<file path="config.mk">
export PLATFORM = sky130hd
export DESIGN_NAME = nes_pad_poller
export DESIGN_NICKNAME = d
export VERILOG_FILES = /design/src/rtl/nes_pad_pkg.sv /design/src/rtl/nes_pad_tick.sv /design/src/rtl/nes_pad_poller.sv
export SDC_FILE = /design/constraint.sdc
export NUM_CORES = 1
export LEC_CHECK = 0
export BUFFER_PORTS_ARGS = -buffer_cell sky130_fd_sc_hd__buf_2
export CORE_ASPECT_RATIO = 1.5
export CORE_UTILIZATION = 40
export CTS_CLUSTER_SIZE = 25
export DETAILED_ROUTE_END_ITERATION = 12
export PLACE_DENSITY = 0.65
export SYNTH_ARGS = -nofsm -noshare
export SYNTH_HDL_FRONTEND = slang
export SYNTH_SLANG_ARGS = --single-unit
</file>
<file path="constraint.sdc">
create_clock -name clk -period 2.9 [get_ports clk]
set_clock_uncertainty 0.2 [all_clocks]
set_input_delay 0.145 -clock clk [delete_from_list [all_inputs] [get_ports clk]]
set_output_delay 0.145 -clock clk [all_outputs]
set_load 0.005 [all_outputs]
</file>
<file path="src/rtl/nes_pad_pkg.sv">
// Shared types and constants for the NES controller poller: button bit positions,
// sequencer states and default timing.
package nes_pad_pkg;

   localparam int BTN_A      = 0;
   localparam int BTN_B      = 1;
   localparam int BTN_SELECT = 2;
   localparam int BTN_START  = 3;
   localparam int BTN_UP     = 4;
   localparam int BTN_DOWN   = 5;
   localparam int BTN_LEFT   = 6;
   localparam int BTN_RIGHT  = 7;

   // 6 us half-period and 60 Hz poll rate at a 50 MHz system clock
   localparam int CLK_DIV_DEFAULT     = 300;
   localparam int POLL_PERIOD_DEFAULT = 833333;

   localparam int PHASE_W = 12;
   localparam int TIMER_W = 20;

   typedef enum logic [2:0] {
      IDLE,
      LATCH,
      GAP,
      CLKHI,
      CLKLO,
      DONE
   } pad_state_t;

   function automatic logic [7:0] rising_mask(input logic [7:0] now, input logic [7:0] prev);
      return now & ~prev;
   endfunction

endpackage

</file>
<file path="src/rtl/nes_pad_tick.sv">
// Free-running poll-period counter; tick is high for the single cycle in which
// the counter sits at PERIOD-1 and is about to wrap to zero.
module nes_pad_tick #(
   parameter int PERIOD = 833333,
   parameter int W      = 20
) (
   input  logic clk,
   input  logic rst,
   output logic tick
);

   localparam logic [W-1:0] LAST = W'(PERIOD - 1);

   logic [W-1:0] count;

   always_ff @(posedge clk) begin
      if (rst) begin
         count <= '0;
      end else if (count == LAST) begin
         count <= '0;
      end else begin
         count <= count + W'(1);
      end
   end

   assign tick = (count == LAST);

endmodule

</file>
<file path="src/rtl/nes_pad_poller.sv">
// Autonomous NES pad reader: latch pulse, eight shift clocks, registered button byte
// and newly-pressed mask. Optional interrupt is built when NES_PAD_IRQ_EN is defined.
module nes_pad_poller
   import nes_pad_pkg::*;
#(
   parameter int CLK_DIV     = CLK_DIV_DEFAULT,
   parameter int POLL_PERIOD = POLL_PERIOD_DEFAULT
) (
   input  logic       clk,
   input  logic       rst,
   input  logic       start,
   input  logic       NES_data,
   output logic       NES_latch,
   output logic       NES_clk,
   output logic       busy,
   output logic       valid,
   output logic [7:0] buttons,
   output logic [7:0] pressed,
   input  logic       irq_ack,
   output logic       irq
);

   localparam logic [PHASE_W-1:0] DIV_M1 = PHASE_W'(CLK_DIV - 1);

   pad_state_t         state, state_n;
   logic [PHASE_W-1:0] phase, phase_n;
   logic               half, half_n;
   logic [2:0]         bit_idx, bit_idx_n;
   logic [7:0]         shreg;
   logic [7:0]         sample_byte;
   logic [7:0]         new_pressed;
   logic               tick;
   logic               trigger;
   logic               phase_done;
   logic               sample;
   logic               seq_end;

   nes_pad_tick #(
      .PERIOD (POLL_PERIOD),
      .W      (TIMER_W)
   ) u_tick (
      .clk  (clk),
      .rst  (rst),
      .tick (tick)
   );

   assign trigger    = start | tick;
   assign phase_done = (phase == '0);

   // Byte as it will look once the bit being sampled this cycle is written
   always_comb begin
      sample_byte          = shreg;
      sample_byte[bit_idx] = ~NES_data;
   end

   assign new_pressed = rising_mask(sample_byte, buttons);

   always_comb begin
      state_n   = state;
      phase_n   = phase - PHASE_W'(1);
      half_n    = half;
      bit_idx_n = bit_idx;
      sample    = 1'b0;
      seq_end   = 1'b0;
      case (state)
         IDLE: begin
            phase_n = phase;
            if (trigger) begin
               state_n = LATCH;
               phase_n = DIV_M1;
               half_n  = 1'b0;
            end
         end
         LATCH: begin
            // 2*CLK_DIV can exceed the 12-bit phase range, so count two halves
            if (phase_done) begin
               phase_n = DIV_M1;
               if (!half) begin
                  half_n = 1'b1;
               end else begin
                  half_n  = 1'b0;
                  state_n = GAP;
               end
            end
         end
         GAP: begin
            if (phase_done) begin
               sample    = 1'b1;
               bit_idx_n = bit_idx + 3'd1;
               phase_n   = DIV_M1;
               state_n   = CLKHI;
            end
         end
         CLKHI: begin
            if (phase_done) begin
               phase_n = DIV_M1;
               state_n = CLKLO;
            end
         end
         CLKLO: begin
            if (phase_done) begin
               sample  = 1'b1;
               phase_n = DIV_M1;
               if (bit_idx == 3'd7) begin
                  bit_idx_n = 3'd0;
                  seq_end   = 1'b1;
                  state_n   = DONE;
               end else begin
                  bit_idx_n = bit_idx + 3'd1;
                  state_n   = CLKHI;
               end
            end
         end
         DONE: begin
            phase_n = '0;
            state_n = IDLE;
         end
         default: begin
            phase_n = '0;
            state_n = IDLE;
         end
      endcase
   end

   // Pad pins and status flags are decoded from the next state so they are registered
   always_ff @(posedge clk) begin
      if (rst) begin
         state     <= IDLE;
         phase     <= '0;
         half      <= 1'b0;
         bit_idx   <= 3'd0;
         NES_latch <= 1'b0;
         NES_clk   <= 1'b0;
         busy      <= 1'b0;
         valid     <= 1'b0;
         buttons   <= 8'h00;
         pressed   <= 8'h00;
      end else begin
         state     <= state_n;
         phase     <= phase_n;
         half      <= half_n;
         bit_idx   <= bit_idx_n;
         NES_latch <= (state_n == LATCH);
         NES_clk   <= (state_n == CLKHI);
         busy      <= (state_n != IDLE);
         valid     <= seq_end;
         if (seq_end) begin
            buttons <= sample_byte;
            pressed <= new_pressed;
         end
      end
   end

   always_ff @(posedge clk) begin
      if (sample) begin
         shreg <= sample_byte;
      end
   end

`ifdef NES_PAD_IRQ_EN
   always_ff @(posedge clk) begin
      if (rst) begin
         irq <= 1'b0;
      end else if (seq_end && (new_pressed != 8'h00)) begin
         irq <= 1'b1;
      end else if (irq_ack) begin
         irq <= 1'b0;
      end
   end
`else
   logic unused_irq_ack;
   assign unused_irq_ack = irq_ack;
   assign irq            = 1'b0;
`endif

endmodule

</file>
# After elaboration in Yosys (flattened, before gate mapping)
# Cells that the tools add are included.
# W data, S select, Z words.
# word_totals
register_bits,67
input_bits,5
output_inout_bits,21
word_cells,71
# op_classes
addsub,3
magnitude_cmp,2
n_eq_ne,12
n_mux,27
bitwise,4
n_reduce_logical,11
# op_table
cell,count
$mux W3,10
$mux W12,2
$pmux W12 S2,1
$add A20 B1 Y20 const B,1
$eq A20 B20 Y1 const B,1
$pmux W3 S5,1
$logic_not A12 Y1,1
$sub A12 B1 Y12 const B,1
$eq A3 B2 Y1 const B,3
$mux W1,9
$and A8 B8 Y8,1
$bwmux W8,1
$ne A2 B2 Y1 const B,4
$not A8 Y8,1
$eq A3 B1 Y1 const B,2
$eq A3 B3 Y1 const B,2
$pmux W3 S2,1
$reduce_and A3 Y1,2
$lt A3 B4 Y1 const B,1
$reduce_bool A2 Y1,2
$reduce_or A2 Y1,2
$reduce_or A4 Y1,1
$add A3 B1 Y3 const B,1
$demux W1 S3,1
7 further kinds,7

# Longest topological paths before layout
# Gate-level depths: netlist of the first run.
# logic_depth
ltp_word,6
mapped_depth,9
mapped_depth_nobuf,7

# Modules after synthesis
# A second synthesis of the first run with hierarchy kept.
# unflattened
cells_unflattened,374
hier_area_um2,3259.4
# by_module_without_submodules
mod,n_inst,cells_each,area_each_um2,seq_area_each_um2
nes_pad_poller,1,266,2294.7,1021.0
nes_pad_tick,1,108,964.7,400.4

# Worst setup path before layout of the first run
# Ideal clock, no wire load.
# synth_timing
kind,register -> register
start,register phase[4]
end,"register shreg[0], enable pin"
setup_time_ns,0.383
t_arrival_ns,2.395
t_required_ns,2.317
setup_slack_ns,-0.079
path_stages_with_launch,8
n_path_buf,3
synth_period_minus_slack_ns,2.979
path_cell_list,dfxtp_1 or4_1 buf_2 or3_1 buf_2 or2_1 buf_6 nor3_1
# synth_via
elab_chain_len,3
# synth_rtl
element,line,rtl
from (decl),nes_pad_poller.sv:26,"logic [PHASE_W-1:0] phase, phase_n;"
from (signal assigned),nes_pad_poller.sv:140,phase <= phase_n;
$logic_not A12 Y1,nes_pad_poller.sv:48,assign phase_done = (phase == '0);
$mux W1,"nes_pad_poller.sv:87, nes_pad_poller.sv:101",
$mux W1,-,
named net sample,nes_pad_poller.sv:35,logic sample;
to (signal assigned),nes_pad_poller.sv:156,shreg <= sample_byte;
to (decl),nes_pad_poller.sv:29,logic [7:0] shreg;
# The timed path passes the listed nets, and every way through them passes these cells.
# A chain may end at the register's enable or synchronous reset.

# Worst setup path after layout of the first run
# layout_timing
start,register phase[0]
end,register half
# layout_via
elab_chain_len,3
# layout_rtl
element,line,rtl
$logic_not A12 Y1,nes_pad_poller.sv:48,
$ne A2 B2 Y1 (no line),-,
$reduce_and A3 Y1 (no line),-,
to (signal assigned),nes_pad_poller.sv:141,half <= half_n;
to (decl),nes_pad_poller.sv:27,"logic half, half_n;"
# Every way passes these cells.

==> results.json, run 1 <==
{
  "status": "completed",
  "highest_layer": "met4",
  "gp_congestion": 0.808,
  "path_clk_slew_ns": 0.07,
  "dr_total_vias": 2517,
  "synthToLayoutAreaGrowth_pct": 13.4,
  "cp_data_required_time_ns": 2.95,
  "dr_wl_met3_um": 200,
  "synthSimpleGateAreaFrac": 0.264,
  "yosys_most_used_dff": "dfxtp_1",
  "regArea_um2": 1420,
  "crit_path_max_fanout": 10,
  "rows": 38,
  "fillerInstances": 725,
  "crit_buf_inv": 2,
  "r2r-start": "phase[0]$_SDFFE_PP0P_",
  "multi_input_area_um2": 1540,
  "port_buffers": 23,
  "final_antenna_net_count": 0,
  "synth_seq_area_share": 0.460,
  "cts_root_buf": "clkbuf_8",
  "path_class": "register to register",
  "r2r_cells": 8,
  "cts.htree.levels": 3,
  "regToRegSetupSlack_ns": 0.24,
  "setup_tns_ns": 0,
  "cts_made_buffers": 9,
  "n_antenna_cell": 0,
  "cts_hold_buf": 0,
  "vdd_drop_max_v": 0.000307,
  "route.met2.wl_um": 3040,
  "rsz0062_at_grt": "no",
  "critPathTopFamily": "simple AND/OR/NAND/NOR gates",
  "power_leakage_nw": 1.27,
  "async_flop_share": 0,
  "initial_core_util": 0.420,
  "die_height_um": 110,
  "ys_types": 56,
  "antenna_found_initial": 0,
  "final_common_cell": "dfxtp_1",
  "hold_path_startpoint": "rst",
  "synth_compound_area_frac": 0.144,
  "grt_max_degree": 28,
  "drc": 0,
  "grt_pass1_vias": 2355,
  "syn_inst": 354,
  "fin_nets": 385,
  "dp_hpwl_um": 4250,
  "syn_area_per_cell_um2": 8.73,
  "routedWlPerCell_um": 12.6,
  "met1_length_um": 2660,
  "crit_path_start_kind": "register",
  "drive_above_1_share": 0.150,
  "boundaryPins": 26,
  "synthXorXnorAreaFrac": 0.0510,
  "ys_ff_latch": 67,
  "cts_resized": 0,
  "drt_iter0_markers": 110,
  "die_width_um": 73.8,
  "power_density_nw_per_um2": 569,
  "drt_first_pass_iters": 4,
  "grt_overflow": 0,
  "whs_path_depth": 2,
  "place_inst": 464,
  "fin_crit_ns": 2.66,
  "setup_violations": 0,
  "cts_tree": "built",
  "track_usage": 0.175,
  "most-common-layout-cells": "59 x dfxtp_1, 41 x nand2_1, 40 x nor2_1",
  "cp-end-kind": "register",
  "holdPathEnd": "bit_idx[1]$_SDFFE_PP0P_",
  "fin_cells": 480,
  "muxShareOfSynthArea": 0.0134,
  "routed_wl_um": 6060,
  "crit_arrival_ns": 2.71,
  "synth_top_family_by_area": "simple AND/OR/NAND/NOR gates",
  "clock_latency_ns": 0.36,
  "maxSlewHeadroom": 0.531,
  "core_area_um2": 7370,
  "cp_slowest_stage_delay_ns": 0.61,
  "maxCapViolations": 0,
  "synth_edf_count": 8,
  "synth_fp_nets": 364,
  "cts_buffer_depth": 2,
  "synth_adder_area_share": 0.0235,
  "slowest_stage": "or4b_2",
  "hold_path_class": "primary input to register",
  "fmaxAchievable_ghz": 0.376,
  "yosys_warnings": 0,
  "worst_pin_slew_ns": 0.696,
  "cts_setup_buffers": 0,
  "period_share": 0.916,
  "syn-cell-area_um2": 3090,
  "die_area_um2": 8090,
  "clock_sinks": 67,
  "finalHoldViolations": 0,
  "slew_viol_final": 0,
  "grt_pass1_wl_um": 10700,
  "via_per_inst": 5.24,
  "worstPathCellList": "inv_1 -> ha_1 -> or4b_2 -> nor4b_2 -> buf_4 -> mux2_2 -> and3_1 -> a31o_2",
  "r2r-end": "half$_SDFFE_PP0P_"
}
[worst max path at each step]
stage                          start                 to  slack (ns)  cells after the start
3_3_place_gp   phase[0]$_SDFFE_PP0P_  half$_SDFFE_PP0P_        0.30                      8
5_1_grt        phase[0]$_SDFFE_PP0P_  half$_SDFFE_PP0P_        0.15                      8
2_1_floorplan  phase[0]$_SDFFE_PP0P_  half$_SDFFE_PP0P_        0.14                      7
4_1_cts        phase[0]$_SDFFE_PP0P_  half$_SDFFE_PP0P_        0.25                      8
6_report       phase[0]$_SDFFE_PP0P_  half$_SDFFE_PP0P_        0.24                      8
3_5_place_dp   phase[0]$_SDFFE_PP0P_  half$_SDFFE_PP0P_        0.26                      8
[area by class of cell]
class | instances | share of cell area
multi-input combinational | 257 | 0.440
clock buffer | 10 | 0.0364
clock inverter | 6 | 0.0232
inverter | 9 | 0.00964
tap | 100 | 0.0357
sequential | 67 | 0.405
timing repair buffer | 31 | 0.0500
[flip-flops by register name (all words and copies together), names as in the netlist]
| name | count |
|---|---|
| bit_idx | 3 |
| half | 1 |
| phase | 12 |
| pressed | 8 |
| buttons | 8 |
| busy | 1 |
| valid | 1 |
| shreg | 8 |
| u_tick.count | 20 |
| NES_latch | 1 |
| state | 3 |
| NES_clk | 1 |
[cells by family after synthesis]
group                      after synthesis
adders and majority gates                6
muxes                                    4
buffers and inverters                   30
xor gates and xnor gates                18
DFF                                     67
other                                    1
and+or+nand+nor                        156
AOI/OAI and AO/OA                       72
[synthesized netlist by cell type, drive strengths merged, types with 4 or more instances]
| cell type | number | area share |
|---|---|---|
| xor2 | 9 | 0.025 |
| inv | 9 | 0.011 |
| xnor2 | 9 | 0.025 |
| o31ai | 5 | 0.012 |
| or3b | 4 | 0.011 |
| nor3 | 8 | 0.013 |
| nand4 | 4 | 0.0081 |
| and3 | 4 | 0.0081 |
| clkbuf | 14 | 0.017 |
| buf | 7 | 0.015 |
| edfxtp | 8 | 0.078 |
| nand3 | 11 | 0.018 |
| a21oi | 28 | 0.047 |
| nor2 | 40 | 0.049 |
| dfxtp | 59 | 0.38 |
| nand2 | 41 | 0.050 |
| or3 | 10 | 0.020 |
| o21ai | 19 | 0.031 |
| ha | 5 | 0.020 |
| nand3b | 11 | 0.027 |
| or4 | 5 | 0.013 |
[power breakdown]
part           leakage (nW)  internal, mW  switching, mW
sequential            0.551         0.960         0.0268
clock                 0.104         0.478          0.354
combinational         0.616        0.0739          0.102
[stage by stage]
stage | util | setup slack, ns | cell area (um^2) | total power [mW] | hold slack, ns
2_1_floorplan | - | 0.140 | 3100 | 1.14 | 0.165
3_3_place_gp | 0.447 | 0.299 | 3300 | 1.18 | 0.237
3_5_place_dp | 0.447 | 0.261 | 3300 | 1.18 | 0.243
4_1_cts | 0.476 | 0.247 | 3510 | 2.03 | 0.0234
5_1_grt | 0.476 | 0.149 | 3510 | 2.10 | 0.0515
6_report | 0.476 | 0.244 | 3510 | 1.99 | 0.0328
[worst reg2reg max path, cell delays in order, from the launching register on]
cell	delay [ns]
dfxtp_1	0.35
inv_1	0.07
ha_1	0.16
or4b_2	0.61
nor4b_2	0.24
buf_4	0.22
mux2_2	0.34
and3_1	0.18
a31o_2	0.21
[layer usage]
| layer | vias up | global-route usage |
|---|---|---|
| met5 | - | 0 |
| met4 | 0 | 0.0879 |
| met3 | 13 | 0.0513 |
| met2 | 44 | 0.290 |
| met1 | 1166 | 0.203 |
| li1 | 1294 | - |
Power figures use the tool's default switching activity.
==> run 2: changes to the inputs <==
--- a/config.mk
+++ b/config.mk
@@ -7,10 +7,10 @@
 export LEC_CHECK = 0
 export BUFFER_PORTS_ARGS = -buffer_cell sky130_fd_sc_hd__buf_2
 export CORE_ASPECT_RATIO = 1.5
-export CORE_UTILIZATION = 40
+export CORE_UTILIZATION = 53
 export CTS_CLUSTER_SIZE = 25
 export DETAILED_ROUTE_END_ITERATION = 12
-export PLACE_DENSITY = 0.65
+export PLACE_DENSITY = 0.81
 export SYNTH_ARGS = -nofsm -noshare
 export SYNTH_HDL_FRONTEND = slang
 export SYNTH_SLANG_ARGS = --single-unit
==> run 2 against run 1 <==
Against the previous run: clock power up 10%; worst setup slack better by 0.032 ns; clock-buffer cell count unchanged; non-clock buffer count unchanged; sequential share of layout area about the same; global-route usage up 4.1 points; sequential power about the same; sequential cell count unchanged; critical path type unchanged.
==> results.json, run 2 (same netlist as run 1, synthesis figures left out) <==
{
  "status": "completed",
  "cts_made_buffers": 9,
  "track_usage": 0.216,
  "clock_latency_ns": 0.35,
  "crit_arrival_ns": 2.67,
  "gp_congestion": 0.756,
  "regArea_um2": 1420,
  "cts.htree.levels": 3,
  "drt_first_pass_iters": 4,
  "placed_area_um2": 3260,
  "routedWlPerCell_um": 13.4,
  "rsz0062_at_grt": "no",
  "fmaxAchievable_ghz": 0.381,
  "cts_hold_buf": 0,
  "core_area_um2": 5530,
  "grt_max_degree": 28,
  "power_density_nw_per_um2": 594,
  "dp_hpwl_um": 4140,
  "path_class": "register to register",
  "rows": 33,
  "via_per_inst": 5.67,
  "power_leakage_nw": 1.29,
  "multi_input_area_um2": 1540,
  "final_area_um2": 3500,
  "drive_above_1_share": 0.155,
  "setup_tns_ns": 0,
  "period_share": 0.905,
  "maxSlewHeadroom": 0.563,
  "most-common-layout-cells": "59 x dfxtp_1, 41 x nand2_1, 40 x nor2_1",
  "grt_pass1_vias": 2379,
  "antenna_found_initial": 0,
  "die_width_um": 64.4,
  "drc": 0,
  "grt_pass1_wl_um": 10200,
  "clock_sinks": 67,
  "fin_nets": 385,
  "vdd_drop_max_v": 0.000339,
  "slew_viol_final": 0,
  "cp_data_required_time_ns": 2.95,
  "worst_pin_slew_ns": 0.649,
  "cts_tree": "built",
  "finalHoldViolations": 0,
  "final_antenna_net_count": 0,
  "final_common_cell": "dfxtp_1",
  "dp_worst_setup_slack_ns": 0.284,
  "fillerInstances": 448,
  "largest-register": "u_tick.count",
  "cts_resized": 0,
  "port_buffers": 23,
  "synthToLayoutAreaGrowth_pct": 13.3,
  "maxCapViolations": 0,
  "largest_reg_flops": 20,
  "final_core_util": 0.633,
  "boundaryPins": 26,
  "die_height_um": 95.5,
  "crit_path_max_fanout": 10,
  "drt_iter0_markers": 88,
  "hold_path_class": "primary input to register",
  "routed_wl_um": 6030,
  "die_area_um2": 6150,
  "initial_core_util": 0.559,
  "dr_total_vias": 2553,
  "n_antenna_cell": 0,
  "cts_buffer_depth": 2,
  "worst_slack_ns": 0.276,
  "setup_violations": 0,
  "cp-end-kind": "register",
  "fin_crit_ns": 2.62,
  "top_regs": "u_tick.count: 20 flops, phase: 12 flops",
  "cts_setup_buffers": 0,
  "grt_overflow": 0,
  "crit_path_start_kind": "register",
  "path_clk_slew_ns": 0.08,
  "cts_root_buf": "clkbuf_8",
  "holdWs_ns": 0.0371
}
run 2: cell types whose count changed in the layout (fill, tap and decap cells not counted):
cell and change:
clkinv_4 +2, clkbuf_1 -1, clkbuf_16 +1, clkinv_1 -1, inv_6 +1, clkinv_2 -2
run 2: final cells by class:
cell class	instances	area share
Multi-Input combinational cell	257	0.440
Sequential cell	67	0.406
Timing Repair Buffer	31	0.0500
Clock buffer	10	0.0425
Clock inverter	6	0.0268
Tap cell	70	0.0250
Inverter	9	0.00965
run 2: per-stage QoR:
| stage | total power, mW | cells |
|---|---|---|
| global route | 2.16 | 450 |
| finish | 2.08 | 450 |
| floorplan | 1.14 | 354 |
| CTS | 2.09 | 450 |
| detailed placement | 1.18 | 434 |
| global placement | 1.18 | 434 |
run 2: worst max-delay path: stages (launching register included):
cell and delay, ns:
dfxtp_1 0.34, inv_1 0.07, ha_1 0.19, or4b_2 0.60, nor4b_2 0.22, buf_4 0.20, mux2_2 0.33, and3_1 0.18
a31o_2 0.20
run 2: final timing paths:
kind	startpoint	to	cells after the start	slack, ns
hold / removal	rst	bit_idx[2]$_SDFFE_PP0P_	2	0.04
setup / recovery	phase[0]$_SDFFE_PP0P_	half$_SDFFE_PP0P_	8	0.28
setup reg to reg	phase[0]$_SDFFE_PP0P_	half$_SDFFE_PP0P_	8	0.28
hold reg to reg	pressed[6]$_SDFFE_PP0P_	pressed[6]$_SDFFE_PP0P_	2	0.25
run 2: layer usage:
layer  part of all wire  GRT usage  vias to the layer above
met5                  0          0                        -
met3              0.033     0.0359                       13
met4              0.025      0.122                        0
met2               0.53      0.403                       53
met1               0.41      0.226                     1192
li1                   -          -                     1295
run 2: where the power goes:
part / total, mW / switching [mW] / internal (mW) / leakage (nW)
combinational: 0.177 / 0.101 / 0.0756 / 0.616
clock: 0.918 / 0.376 / 0.542 / 0.118
sequential: 0.986 / 0.0268 / 0.959 / 0.551
total: 2.08 / 0.504 / 1.58 / 1.29
==> run 3: changes to the inputs <==
--- a/config.mk
+++ b/config.mk
@@ -6,11 +6,10 @@
 export NUM_CORES = 1
 export LEC_CHECK = 0
 export BUFFER_PORTS_ARGS = -buffer_cell sky130_fd_sc_hd__buf_2
-export CORE_ASPECT_RATIO = 1.5
 export CORE_UTILIZATION = 53
 export CTS_CLUSTER_SIZE = 25
 export DETAILED_ROUTE_END_ITERATION = 12
-export PLACE_DENSITY = 0.81
+export PLACE_DENSITY = 0.75
 export SYNTH_ARGS = -nofsm -noshare
 export SYNTH_HDL_FRONTEND = slang
 export SYNTH_SLANG_ARGS = --single-unit
==> run 3 against run 2 <==
Against the previous run: via count increased by 0.16%; sequential share of layout area increased by 0.44 points; worst setup slack got worse by 0.035 ns; first-iteration DRC count increased by 91%; die area decreased by 0.10%; largest cell class unchanged; global-route usage increased by 0.21 points; clock-buffer cell count decreased by 1; critical path depth decreased by 3; power decreased by 6.8%.
==> results.json, run 3 (same netlist as run 1, synthesis figures left out) <==
{
  "grt_pass1_vias": 2373,
  "grt_overflow": 0,
  "initial_core_util": 0.555,
  "gp_congestion": 0.771,
  "port_buffers": 23,
  "cts_tree": "built",
  "rows": 27,
  "hold_path_startpoint": "rst",
  "crit_arrival_ns": 2.74,
  "power_leakage_nw": 1.26,
  "cp-end-kind": "register",
  "multi_input_area_um2": 1540,
  "period_share": 0.917,
  "drt_first_pass_iters": 5,
  "final_area_um2": 3460,
  "synthToLayoutAreaGrowth_pct": 12.1,
  "drt_iter0_markers": 168,
  "crit_path_start_kind": "register",
  "cts_resized": 0,
  "final_antenna_net_count": 0,
  "holdPathEnd": "bit_idx[1]$_SDFFE_PP0P_",
  "cts_hold_buf": 0,
  "largest_reg_flops": 20,
  "cts.htree.levels": 3,
  "largest-register": "u_tick.count",
  "fmaxAchievable_ghz": 0.376,
  "r2r-end": "bit_idx[0]$_SDFFE_PP0P_",
  "die_height_um": 78.4,
  "setup_tns_ns": 0,
  "worstPathCellList": "or4_1 -> or3_1 -> or2_1 -> or4_4 -> a21oi_2",
  "hold_path_class": "primary input to register",
  "cp_slowest_stage_delay_ns": 0.65,
  "dr_total_vias": 2557,
  "r2r-start": "phase[4]$_SDFFE_PP0P_",
  "clock_latency_ns": 0.35,
  "clock_sinks": 67,
  "power_density_nw_per_um2": 560,
  "placed_area_um2": 3260,
  "dp_hpwl_um": 4080,
  "path_class": "register to register",
  "track_usage": 0.218,
  "regArea_um2": 1420,
  "fillerInstances": 475,
  "crit_path_max_fanout": 8,
  "die_width_um": 78.4,
  "drive_above_1_share": 0.155,
  "drc": 0,
  "most-common-layout-cells": "59 x dfxtp_1, 41 x nand2_1, 40 x nor2_1",
  "slew_viol_final": 0,
  "r2r_cells": 5,
  "cts_made_buffers": 9,
  "cts_buffer_depth": 2,
  "slowest_stage": "or4_1",
  "rsz0062_at_grt": "no",
  "via_per_inst": 5.66,
  "maxCapViolations": 0,
  "antenna_found_initial": 0,
  "setup_violations": 0,
  "grt_pass1_wl_um": 10400,
  "vdd_drop_max_v": 0.000347,
  "fin_nets": 385,
  "maxSlewHeadroom": 0.576,
  "worst_pin_slew_ns": 0.629,
  "grt_max_degree": 28,
  "core_area_um2": 5570,
  "final_common_cell": "dfxtp_1",
  "cts_setup_buffers": 0,
  "cp_data_required_time_ns": 2.98,
  "die_area_um2": 6140,
  "boundaryPins": 26,
  "n_antenna_cell": 0,
  "regToRegSetupSlack_ns": 0.24,
  "path_clk_slew_ns": 0.08,
  "status": "completed",
  "finalHoldViolations": 0,
  "fin_crit_ns": 2.66,
  "routed_wl_um": 6080,
  "routedWlPerCell_um": 13.4,
  "cts_root_buf": "clkbuf_8",
  "whs_path_depth": 2,
  "top_regs": "u_tick.count: 20 flops, phase: 12 flops"
}
==> run 3: changes by cell type in the layout (fill, tap and decap cells not counted) <==
cell        previous run  this run
inv_6                  1         0
bufinv_16              2         1
clkinv_4               2         3
clkinvlp_4             1         3
clkbuf_16              1         0
==> run 3: through the flow <==
step / power [mW] / worst slack (ns) / hold slack (ns) / std cells / util
floorplan: 1.14 / 0.140 / 0.165 / 354 / -
global placement: 1.18 / 0.303 / 0.236 / 436 / 0.585
detailed placement: 1.18 / 0.264 / 0.240 / 436 / 0.585
CTS: 1.96 / 0.246 / 0.0302 / 452 / 0.622
global route: 2.04 / 0.121 / 0.0537 / 452 / 0.622
finish: 1.94 / 0.242 / 0.0508 / 452 / 0.622
==> run 3: worst max-delay path: cells and delay by family, from the launching register on <==
family	cells	cell delay, ns
AOI/OAI and AO/OA	1	0.13
DFF	1	0.35
and+or+nand+nor	4	1.90
==> run 3: final cells by class <==
cell class | instances | area share
Sequential cell | 67 | 0.410
Clock inverter | 7 | 0.0228
Multi-Input combinational cell | 257 | 0.445
Tap cell | 72 | 0.0260
Timing Repair Buffer | 31 | 0.0506
Inverter | 9 | 0.00975
Clock buffer | 9 | 0.0358
==> run 3: how the worst max path moves through the flow <==
stage	start	end	slack, ns	depth (start not counted)
after floorplan	phase[0]$_SDFFE_PP0P_	half$_SDFFE_PP0P_	0.14	7
after global placement	phase[0]$_SDFFE_PP0P_	half$_SDFFE_PP0P_	0.30	8
after detailed placement	phase[0]$_SDFFE_PP0P_	half$_SDFFE_PP0P_	0.26	8
after CTS	phase[0]$_SDFFE_PP0P_	half$_SDFFE_PP0P_	0.25	8
after global routing	phase[0]$_SDFFE_PP0P_	half$_SDFFE_PP0P_	0.12	8
final	phase[4]$_SDFFE_PP0P_	bit_idx[0]$_SDFFE_PP0P_	0.24	5
==> run 3: where the power goes <==
part | internal [mW] | switching [mW]
sequential | 0.959 | 0.0277
clock | 0.400 | 0.374
combinational | 0.0759 | 0.103
total | 1.44 | 0.505
==> run 3: per-layer routing <==
metal	routed length, um	GRT usage	up-vias	share of wire
met2	2850	0.352	60	0.47
met1	2850	0.271	1196	0.47
met4	87	0.0722	0	0.014
met3	295	0.0779	7	0.049
li1	-	-	1294	-
met5	0	0	-	0
